File: src/rtl/ibtb_update_ctrl.sv
// IBTB update-port sequencer: buffers resolved indirect-branch updates in a small
// FIFO, drains one per cycle, and runs the all-sets invalidation sweep after reset/flush.

package corep;
    typedef logic [37:0] pc38_t;
    typedef logic [15:0] ibtb_gh_t;
    typedef logic [15:0] asid_t;
    typedef struct packed {
        logic        vld;
        logic [1:0]  kind;
        logic [37:0] tgt_pc38;
    } ibtb_info_t;
endpackage

module ibtb_update_ctrl
    import corep::*;
#(
    parameter int FIFO_DEPTH = 4,
    parameter int IBTB_SETS  = 256,
    parameter int INDEX_LSB  = 0
) (
    input  logic       CLK,
    input  logic       RST,
    input  logic       enq_valid,
    output logic       enq_ready,
    input  pc38_t      enq_src_pc38,
    input  ibtb_gh_t   enq_ibtb_gh,
    input  asid_t      enq_asid,
    input  ibtb_info_t enq_tgt_ibtb_info,
    input  logic       flush_req,
    output logic       sweep_active,
    output logic       update_valid,
    output pc38_t      update_src_pc38,
    output ibtb_gh_t   update_ibtb_gh,
    output asid_t      update_asid,
    output ibtb_info_t update_tgt_ibtb_info
);
    localparam int PW = $clog2(FIFO_DEPTH);
    localparam int CW = $clog2(FIFO_DEPTH + 1);
    localparam int IW = $clog2(IBTB_SETS);

    typedef struct packed {
        pc38_t      pc;
        ibtb_gh_t   gh;
        asid_t      asid;
        ibtb_info_t info;
    } upd_t;

    typedef enum logic {ST_SWEEP, ST_RUN} state_t;

    state_t          state_q;
    logic [IW-1:0]   sweep_idx_q;
    logic [PW-1:0]   wr_ptr_q, rd_ptr_q;
    logic [CW-1:0]   cnt_q;
    upd_t            mem_q [FIFO_DEPTH];
    upd_t            out_q;
    logic            out_vld_q;

    logic push, pop, full;
    upd_t enq_upd, sweep_upd;

    // A pop this cycle does not free a slot for a push this cycle.
    assign full      = (cnt_q == CW'(FIFO_DEPTH));
    assign enq_ready = ~RST & ~flush_req & ~full;
    assign push      = enq_valid & enq_ready;
    assign pop       = (state_q == ST_RUN) & ~flush_req & (cnt_q != '0);

    assign enq_upd = '{pc: enq_src_pc38, gh: enq_ibtb_gh, asid: enq_asid,
                       info: enq_tgt_ibtb_info};

    always_comb begin
        sweep_upd    = '0;
        sweep_upd.pc = pc38_t'(sweep_idx_q) << INDEX_LSB;
    end

    always_ff @(posedge CLK) begin
        if (push) mem_q[wr_ptr_q] <= enq_upd;
    end

    always_ff @(posedge CLK) begin
        if (RST) begin
            state_q     <= ST_SWEEP;
            sweep_idx_q <= '0;
            wr_ptr_q    <= '0;
            rd_ptr_q    <= '0;
            cnt_q       <= '0;
            out_vld_q   <= 1'b0;
            out_q       <= '0;
        end else begin
            if (push) wr_ptr_q <= wr_ptr_q + PW'(1);
            if (pop)  rd_ptr_q <= rd_ptr_q + PW'(1);
            case ({push, pop})
                2'b10:   cnt_q <= cnt_q + CW'(1);
                2'b01:   cnt_q <= cnt_q - CW'(1);
                default: ;
            endcase

            // Flush overrides the FIFO bookkeeping above; payload is left holding.
            if (flush_req) begin
                state_q     <= ST_SWEEP;
                sweep_idx_q <= '0;
                wr_ptr_q    <= '0;
                rd_ptr_q    <= '0;
                cnt_q       <= '0;
                out_vld_q   <= 1'b0;
            end else if (state_q == ST_SWEEP) begin
                out_vld_q   <= 1'b1;
                out_q       <= sweep_upd;
                sweep_idx_q <= sweep_idx_q + IW'(1);
                if (sweep_idx_q == IW'(IBTB_SETS - 1)) state_q <= ST_RUN;
            end else if (pop) begin
                out_vld_q <= 1'b1;
                out_q     <= mem_q[rd_ptr_q];
            end else begin
                out_vld_q <= 1'b0;
            end
        end
    end

    assign sweep_active         = (state_q == ST_SWEEP);
    assign update_valid         = out_vld_q;
    assign update_src_pc38      = out_q.pc;
    assign update_ibtb_gh       = out_q.gh;
    assign update_asid          = out_q.asid;
    assign update_tgt_ibtb_info = out_q.info;

endmodule

File: config.mk
export PLATFORM = sky130hd
export DESIGN_NAME = ibtb_update_ctrl
export DESIGN_NICKNAME = d
export VERILOG_FILES = /design/src/rtl/ibtb_update_ctrl.sv
export SDC_FILE = /design/constraint.sdc
export NUM_CORES = 1
export LEC_CHECK = 0
export BUFFER_PORTS_ARGS = -buffer_cell sky130_fd_sc_hd__buf_2
export CAP_MARGIN = 20
export CORE_MARGIN = 5
export CORE_UTILIZATION = 60
export CTS_CLUSTER_DIAMETER = 200
export CTS_CLUSTER_SIZE = 28
export DETAILED_ROUTE_END_ITERATION = 10
export PLACE_DENSITY = 0.81
export SLEW_MARGIN = 20
export SYNTH_ARGS = -nofsm -noshare
export SYNTH_HDL_FRONTEND = slang
export SYNTH_SLANG_ARGS = --single-unit
File: constraint.sdc
create_clock -name CLK -period 7.4 [get_ports CLK]
set_clock_uncertainty 0.1 [all_clocks]
set_input_delay 1.48 -clock CLK [delete_from_list [all_inputs] [get_ports CLK]]
set_output_delay 1.48 -clock CLK [all_outputs]
set_load 0.02 [all_outputs]
# Word-level counts from Yosys, hierarchy flattened
# Memories as Yosys holds them, arrays and structs flattened. A register that Yosys moved wholly into a read port is not among the register bits.
# Index checks and enable logic that the tools add are counted.
[op_classes]
n_addsub = 5
n_div = 0
shifts = 0
reduce_logical = 4
eq_ne = 5
mux = 11
mul = 0
bitwise_logic = 9
order_cmp = 0
[ops]
columns = ["operator", "count"]
rows = [
  ["$mux 111", 2],
  ["$add 8x1->8 const B", 1],
  ["$eq 8x8->1 const B", 1],
  ["$mux 1", 6],
  ["$pmux 3 s2", 1],
  ["$and 1x1->1", 5],
  ["$add 2x1->2 const B", 2],
  ["$mux 2", 2],
  ["$not 1->1", 4],
  ["$add 3x1->3 const B", 1],
  ["$eq 3x3->1 const B", 1],
  ["$reduce_bool 3->1", 1],
  ["$sub 3x1->3 const B", 1],
  ["$eq 2x1->1 const B", 1],
  ["$eq 2x2->1 const B", 1],
  ["$ne 2x1->1 const B", 1],
  ["$reduce_and 2->1", 1],
  ["$reduce_bool 2->1", 1],
  ["$reduce_or 2->1", 1],
]
[totals]
mem_count = 1
mem_bits_rw = 444
rom_bits = 0
latch_bits = 0
elab_cells = 47
register_bits = 128
out_inout_bits = 114
[mem_list]
columns = ["name", "words", "word_bits", "rd", "rd_clocked_by_memory_dff", "write_ports", "line_no", "rtl"]
rows = [
  ["mem_q", 4, 111, 1, 1, 1, "55", "upd_t mem_q [FIFO_DEPTH];"],
]

# Logic depth before layout (Yosys ltp)
# Gate-level depths: netlist of run 1.
[depth]
depth_word = 6
mapped_depth = 11
ltp_nobuf = 9

# Worst setup path before layout of run 1
# Ideal clock, no wire load.
[synth_timing]
kind = "input to register"
from = "input port RST"
to = "memory mem_q[0][0] (netlist bit) (enable)"
slack_ps = 2016
setup_time_ps = 483
path_buffers = 2
cell_stages = 5
arrival_ps = 4801
cell_sequence = "clkbuf_1 -> nor2_1 -> and3_1 -> clkbuf_1 -> and2_1"
[synth_via]
elab_chain_len = 6
[synth_lines]
columns = ["item", "line_no", "rtl"]
rows = [
  ["from (decl)", "23", "input logic RST,"],
  ["$not 1->1", "64", "assign enq_ready = ~RST & ~flush_req & ~full;"],
  ["$and 1x1->1 (2 in a row)", "64", ""],
  ["$and 1x1->1", "65", "assign push = enq_valid & enq_ready;"],
  ["$mux 1", "77", "if (push) mem_q[wr_ptr_q] <= enq_upd;"],
  ["$mux 1 (not written as such)", "77", ""],
  ["to (decl)", "55", ""],
]
# No other way between the ends.

# Worst setup path after layout of run 1
[layout_timing]
from = "input port RST"
to = "output port enq_ready"
[layout_via]
elab_chain_len = 3
[layout_lines]
columns = ["item", "line_no", "rtl"]
rows = [
  ["$not 1->1", "64", ""],
  ["$and 1x1->1 (2 in a row)", "64", ""],
  ["to (decl)", "25", "output logic enq_ready,"],
]
# No other way between the ends.

==> results of run 1 <==
per-stage QoR:
| step | instance area [µm²] | power [W] |
|---|---|---|
| 3_5_place_dp | 22000 | 0.00372 |
| 5_1_grt | 22800 | 0.00538 |
| 6_report | 22800 | 0.00520 |
| 3_3_place_gp | 22000 | 0.00371 |
| 4_1_cts | 22800 | 0.00524 |
| 2_1_floorplan | 20500 | 0.00364 |
routing by layer:
layer,vias up,track usage,wire (µm)
met2,337,0.332,19600
li1,4513,-,-
met3,57,0.0386,2880
met1,5211,0.302,16200
met4,18,0.0372,682
met5,-,0,105
kinds of logic after synthesis:
| family | after synthesis | synth area share |
|---|---|---|
| AO/OA/AOI/OAI | 168 | 0.0639 |
| XOR/XNOR | 6 | 0.00257 |
| adder cells (fa/ha/maj) | 7 | 0.00464 |
| buffers and inverters | 70 | 0.0146 |
| flip-flops | 574 | 0.778 |
| multiplexers | 134 | 0.124 |
| AND/OR/NAND/NOR | 44 | 0.0123 |
worst max-delay path, delay by kind of cell:
kind | cells | cell delay, ns
and+or+nand+nor | 2 | 0.37
buffers and inverters | 2 | 0.57
final timing paths:
| kind | from | end | slack [ns] | cells past startpoint |
|---|---|---|---|---|
| setup / recovery | RST | enq_ready | 3.39 | 4 |
| hold / removal | update_ibtb_gh[9] | update_ibtb_gh[9] | 0.38 | 1 |
| setup reg to reg | cnt_q[1] | mem_q[3][103] | 4.41 | 4 |
| hold reg to reg | update_ibtb_gh[9] | update_ibtb_gh[9] | 0.38 | 1 |
registers in the layout (all words and copies together), names as in the netlist, named ones only:
signal	cells
update_src_pc38	38
state_q	1
sweep_idx_q	8
update_valid	1
update_asid	16
cnt_q	3
update_ibtb_gh	16
update_tgt_ibtb_info	41
mem_q	444
wr_ptr_q	2
rd_ptr_q	2
where the power goes:
part	internal (W)	switching (W)	total, W	leakage [nW]
logic	0.0000515	0.0000878	0.000139	2.28
registers	0.00350	0.0000113	0.00351	5.06
clock network	0.000647	0.000901	0.00155	0.335
total	0.00420	0.00100	0.00520	7.68
layout by cell type, fill, tap and decap left out, drive strengths merged, types with 2 or more instances in the layout:
cell type / instances
a211oi: 20
a21oi: 30
a222oi: 8
a22o: 91
a22oi: 12
and2: 8
buf: 243
clkbuf: 42
dfxtp: 130
diode: 3
edfxtp: 444
ha: 6
inv: 10
mux2: 40
mux2i: 3
mux4: 91
nand2: 3
nand2b: 2
nand4: 2
nand4b: 2
nor2: 10
nor2b: 4
nor3: 2
o21ai: 6
or3: 5
xor2: 5
final cells by class:
cell class                 instances  area (µm²)
fill                            2183       10800
timing repair buffer             243        1270
sequential                       574       15900
clock inverter                     1        16.3
clock buffer                      42         689
inverter                          10        37.5
multi-input combinational        359        4260
tap                              448         561
antenna                            3        7.51
==> results.tsv, run 1 <==
stage	metric	value	unit
critical_path	cpMostUsedCell	buf_2	
power_and_ir_drop	leakage	7.68	nW
sta	rsz0062_at_grt	no	
sta	hold_viol	0	
sta	max_freq	249	MHz
clocking	cts_resized	0	
routing	antenna_left	0	
routing	wl	39.5	mm
clocking	clock-sinks	574	
sta	fin_tns_setup	0	ns
grt	grt_pass1_vias	10161	
grt	grt_start_max_net_pins	92	
critical_path	cp-end-kind	output port	
clocking	clk_latency	0.56	ns
cells_and_area	syn_to_final_growth	11.3	%
synthesis	ys_seq_elements	574	
critical_path	slowest_stage	buf_2	
placed_design	portBuffers	228	
synthesis	synth_edf_count	444	
grt	grt_remaining_overflow	0	
routing	drc_errors	0	
synthesis	postSynth.asyncResetShare	0	
sta	drv_slew	0	
clocking	cts_tree	done	
critical_path	crit_path_start_kind	input pin	
die	die_area	37900	µm²
synthesis	synth_nets	1125	
synthesis	ys_top_cells_by_count	444 x edfxtp_1, 130 x dfxtp_1, 91 x a22o_1, 91 x mux4_2, 40 x mux2_2	
sta	setup_viol	0	
cells_and_area	final_util	0.678	
job	maxCapViolCount	0	
placed_design	place_inst	1633	
die	core_area	33600	µm²
grt	grt_antenna_before_repair	11	
routing	vias	10136	
critical_path	cp_max_fo	25	
die	pin_count	229	
grt	grt_first_pass_wirelength	60.8	mm
synthesis	synth_top_area_frac	0.651	
synthesis	avgSynthCellArea	20.4	µm²
sta	worstMarginPinSlew	1.07	ns
power_and_ir_drop	vdd_drop_max	194	µV
synthesis	yosysMostFrequentCell	edfxtp_1	
routing	dr.first_iter.drc_count	742	
synthesis	synthCells	1003	
synthesis	synth_cell_types	38	
synthesis	synth_largest_area_cell	edfxtp_1	
clocking	cts_hold_buf	0	
sta	setup_slack	3.39	ns
die	rows	67	
sta	period_share	0.542	
critical_path	worst_ep_arrival_time	2.43	ns
grt	grt_usage	0.205	
clocking	cts_max_level	1	
critical_path	max_stage_delay	0.42	ns
clocking	cts_root_buf	clkbuf_16	
cells_and_area	final_layout_size_suffix_gt1_frac	0.334	
critical_path	cp_cell_sequence	buf_2 -> nor2_1 -> and2_1 -> buf_2	
run_status	status	finished clean	
critical_path	required	5.82	ns
routing	wl_per_cell	23.5	µm
cells_and_area	layoutNonFillerInstCount	1680	
sta	slew-limit-headroom	0.286	
placed_design	dp_slack	2.78	ns
clocking	post_cts_buffers	0	
cells_and_area	fin_nets	1334	
clocking	clkTransAtPathRegs	0.10	ns
critical_path	path_class	in -> out	
synthesis	synth.area.top_cells	edfxtp_1 65%, dfxtp_1 13%, mux4_2 10%, a22o_1 3.9%, mux2_2 2.2%	
clocking	numCtsBuffers	24	
synthesis	seq_area_frac_synth	0.778	
placed_design	globalplace.congestion	0.743	
die	fp.dieW	195	µm
hold_path	hold_path_class	reg -> reg	
sta	final.min_clock_period	4.01	ns
routing	viasPerCell	6.03	
power_and_ir_drop	power_density	228	nW/µm²
placed_design	dp_hpwl	24.4	mm
synthesis	synthFlopType	edfxtp_1	
routing	firstDrtPassIters	5	
synthesis	ys.warnings.count	0	
die	die_h	195	µm
clocking	cts_max_path_buffers	3	
die	start_util	0.609	
sta	holdWs	0.383	ns
synthesis	syn_area	20500	µm²
Power figures use the tool's default switching activity.
==> inputs of run 2 (changes only) <==
--- a/config.mk
+++ b/config.mk
@@ -8,11 +8,11 @@
 export BUFFER_PORTS_ARGS = -buffer_cell sky130_fd_sc_hd__buf_2
 export CAP_MARGIN = 20
 export CORE_MARGIN = 5
-export CORE_UTILIZATION = 60
+export CORE_UTILIZATION = 52
 export CTS_CLUSTER_DIAMETER = 200
 export CTS_CLUSTER_SIZE = 28
 export DETAILED_ROUTE_END_ITERATION = 10
-export PLACE_DENSITY = 0.81
+export PLACE_DENSITY = 0.75
 export SLEW_MARGIN = 20
 export SYNTH_ARGS = -nofsm -noshare
 export SYNTH_HDL_FRONTEND = slang
==> constraint.sdc (replaced) <==
create_clock -name CLK -period 3.6 [get_ports CLK]
set_clock_uncertainty 0.1 [all_clocks]
set_input_delay 0.72 -clock CLK [delete_from_list [all_inputs] [get_ports CLK]]
set_output_delay 0.72 -clock CLK [all_outputs]
set_load 0.02 [all_outputs]
==> run 2 against run 1 <==
Compared with the run above: die area is 15% higher; combinational power is 120% higher; worst hold slack worse by 0.11 ns; global-route usage is 2.1 points lower; final cell count is 4.6% higher; clock power is 110% higher; count of clock-buffer cells in the layout is 1 higher; utilization is 8.4 points lower; sequential share of layout area is 0.87 points lower; power is 110% higher; critical path type is now reg -> out.
==> results.tsv, run 2 (synthesis gave the netlist of run 1 again) <==
stage	metric	value	unit	change
routing	dr.first_iter.drc_count	693		-6.6%
die	core_area	38800	µm²	+16%
critical_path	critical-path-top-delay-family	buffers and inverters		
hold_path	hold_path_class	in -> reg		
routing	met2_length	20.3	mm	+3.5%
power_and_ir_drop	power_density	464	nW/µm²	+100%
critical_path	required	2.78	ns	-3.04 ns
routing	antenna_left	0		unchanged
routing	route.top_layer_used	met5		
routing	wl_per_cell	23.1	µm	-1.4%
sta	worstMarginPinSlew	0.744	ns	-0.328 ns
critical_path	cp_cell_sequence	clkinv_1 -> buf_2		
sta	setup_slack	0.935	ns	-2.46 ns
cells_and_area	fillCellCount	2836		+30%
power_and_ir_drop	leakage	7.75	nW	+0.93%
cells_and_area	final_layout_size_suffix_gt1_frac	0.337		+0.00350
die	rows	72		+7.5%
sta	hold_viol	0		unchanged
clocking	cts_resized	0		unchanged
critical_path	max_stage_delay	0.60	ns	+0.18 ns
clocking	numCtsBuffers	24		unchanged
cells_and_area	fin_nets	1341		+0.52%
clocking	cts_tree	done		
critical_path	crit_path_start_kind	register		
die	pin_count	229		unchanged
routing	viasPerCell	5.75		-4.8%
power_and_ir_drop	vdd_drop_max	419	µV	+120%
cells_and_area	layout_commonest_cell	edfxtp_1		
grt	grt_remaining_overflow	0		unchanged
grt	grt_antenna_before_repair	11		unchanged
routing	firstDrtPassIters	6		+1
cells_and_area	syn_to_final_growth	12.7	%	
grt	grt_usage	0.184		-0.0213
clocking	clkTransAtPathRegs	0.11	ns	about the same
critical_path	regToRegStartpoint	cnt_q[2]		
clocking	post_cts_buffers	0		unchanged
cells_and_area	final_cell_mix	444 x edfxtp_1, 228 x buf_2, 128 x dfxtp_1		
die	start_util	0.527		-0.0817
hold_path	min_to	mem_q[3][5]		
hold_path	min_path_cells	1		unchanged
placed_design	portBuffers	228		unchanged
clocking	cts_max_path_buffers	3		unchanged
cells_and_area	multi_input_area	4260	µm²	unchanged
routing	wl	40.7	mm	+3.1%
critical_path	cp-end-kind	output port		
grt	grt_pass1_vias	10691		+5.2%
placed_design	dp_slack	0.757	ns	-2.02 ns
hold_path	min_from	enq_tgt_ibtb_info[5]		
placed_design	dp_hpwl	24.1	mm	-1.0%
critical_path	cp_max_fo	14		-44%
routing	vias	10096		-0.39%
run_status	status	finished clean		
sta	setup_viol	0		unchanged
sta	final.min_clock_period	2.67	ns	
clocking	clk_latency	0.55	ns	about the same
grt	grt_first_pass_wirelength	63.2	mm	+3.9%
die	die_area	43400	µm²	+15%
critical_path	r2r_slack	0.99	ns	-3.42 ns
sta	drv_slew	0		unchanged
sta	fin_tns_setup	0	ns	unchanged
critical_path	slowest_stage	dfxtp_1		
placed_design	globalplace.congestion	0.745		+0.34%
die	fp.dieW	208	µm	+7.0%
clocking	cts_root_buf	clkbuf_16		
clocking	cts_hold_buf	0		unchanged
critical_path	cp_num_buf_inv	2		unchanged
sta	rsz0062_at_grt	no		
sta	period_share	0.740		
clocking	clock-sinks	574		unchanged
grt	grt_start_max_net_pins	85		-7.6%
critical_path	reg2reg_to	cnt_q[2]		
routing	routed-wl-met3	2.51	mm	-13%
critical_path	r2r_cells	9		+5
sta	slew-limit-headroom	0.504		+0.218
cells_and_area	top_register	mem_q		
routing	met1Wirelength	17.1	mm	+5.5%
sta	max_freq	375	MHz	
clocking	cts_max_level	1		unchanged
critical_path	worst_ep_arrival_time	1.85	ns	-0.58 ns
routing	drc_errors	0		unchanged
cells_and_area	regArea	15900	µm²	unchanged
die	die_h	208	µm	+7.0%
job	maxCapViolCount	0		unchanged
cells_and_area	largest_reg_flops	444		unchanged
critical_path	path_class	reg -> out		
## run 2: cell count changes in the layout (fill, tap and decap cells not counted), sizes merged
| cell | change |
|---|---|
| buf | +7 |
| clkbuf | +1 |
| diode | -1 |
## run 2: how the worst max path moves through the flow
| stage | end | startpoint | slack (ns) | depth (start not counted) |
|---|---|---|---|---|
| 3_5_place_dp | mem_q[0][62] | flush_req | 0.76 | 5 |
| 3_3_place_gp | mem_q[0][73] | flush_req | 0.83 | 5 |
| 6_report | sweep_active | state_q | 0.93 | 2 |
| 5_1_grt | sweep_active | state_q | 0.81 | 2 |
| 4_1_cts | sweep_active | state_q | 0.89 | 2 |
| 2_1_floorplan | mem_q[0][0] | RST | 0.20 | 5 |
## run 2: per-layer routing
| metal | GRT usage | vias up |
|---|---|---|
| li1 | - | 4533 |
| met1 | 0.256 | 5168 |
| met2 | 0.313 | 320 |
| met4 | 0.0306 | 18 |
| met5 | 0 | - |
| met3 | 0.0333 | 57 |
## run 2: final cells by class
cell class,instances,share of cell area
clock inverters,1,0.000705
well taps,518,0.0281
diodes,2,0.000217
flip-flops and latches,574,0.691
multi-input cells,359,0.185
repair buffers,250,0.0637
inverters,10,0.00163
clock buffers,43,0.0300
## run 2: through the flow
step | total power, W | hold WS [ns] | util | area (µm²) | cells
finish | 0.0107 | 0.274 | 0.594 | 23100 | 1757
global route | 0.0111 | 0.243 | 0.594 | 23100 | 1757
CTS | 0.0108 | 0.236 | 0.594 | 23100 | 1755
floorplan | 0.00748 | 0.353 | - | 20500 | 1003
global placement | 0.00765 | 0.355 | 0.576 | 22400 | 1711
detailed placement | 0.00766 | 0.360 | 0.576 | 22400 | 1711
## run 2: power breakdown
| part | switching [W] | total, W | leakage, nW | internal (W) |
|---|---|---|---|---|
| registers | 0.0000211 | 0.00721 | 5.06 | 0.00719 |
| clock network | 0.00187 | 0.00320 | 0.337 | 0.00134 |
| logic | 0.000187 | 0.000300 | 2.35 | 0.000112 |
| total | 0.00208 | 0.0107 | 7.75 | 0.00864 |
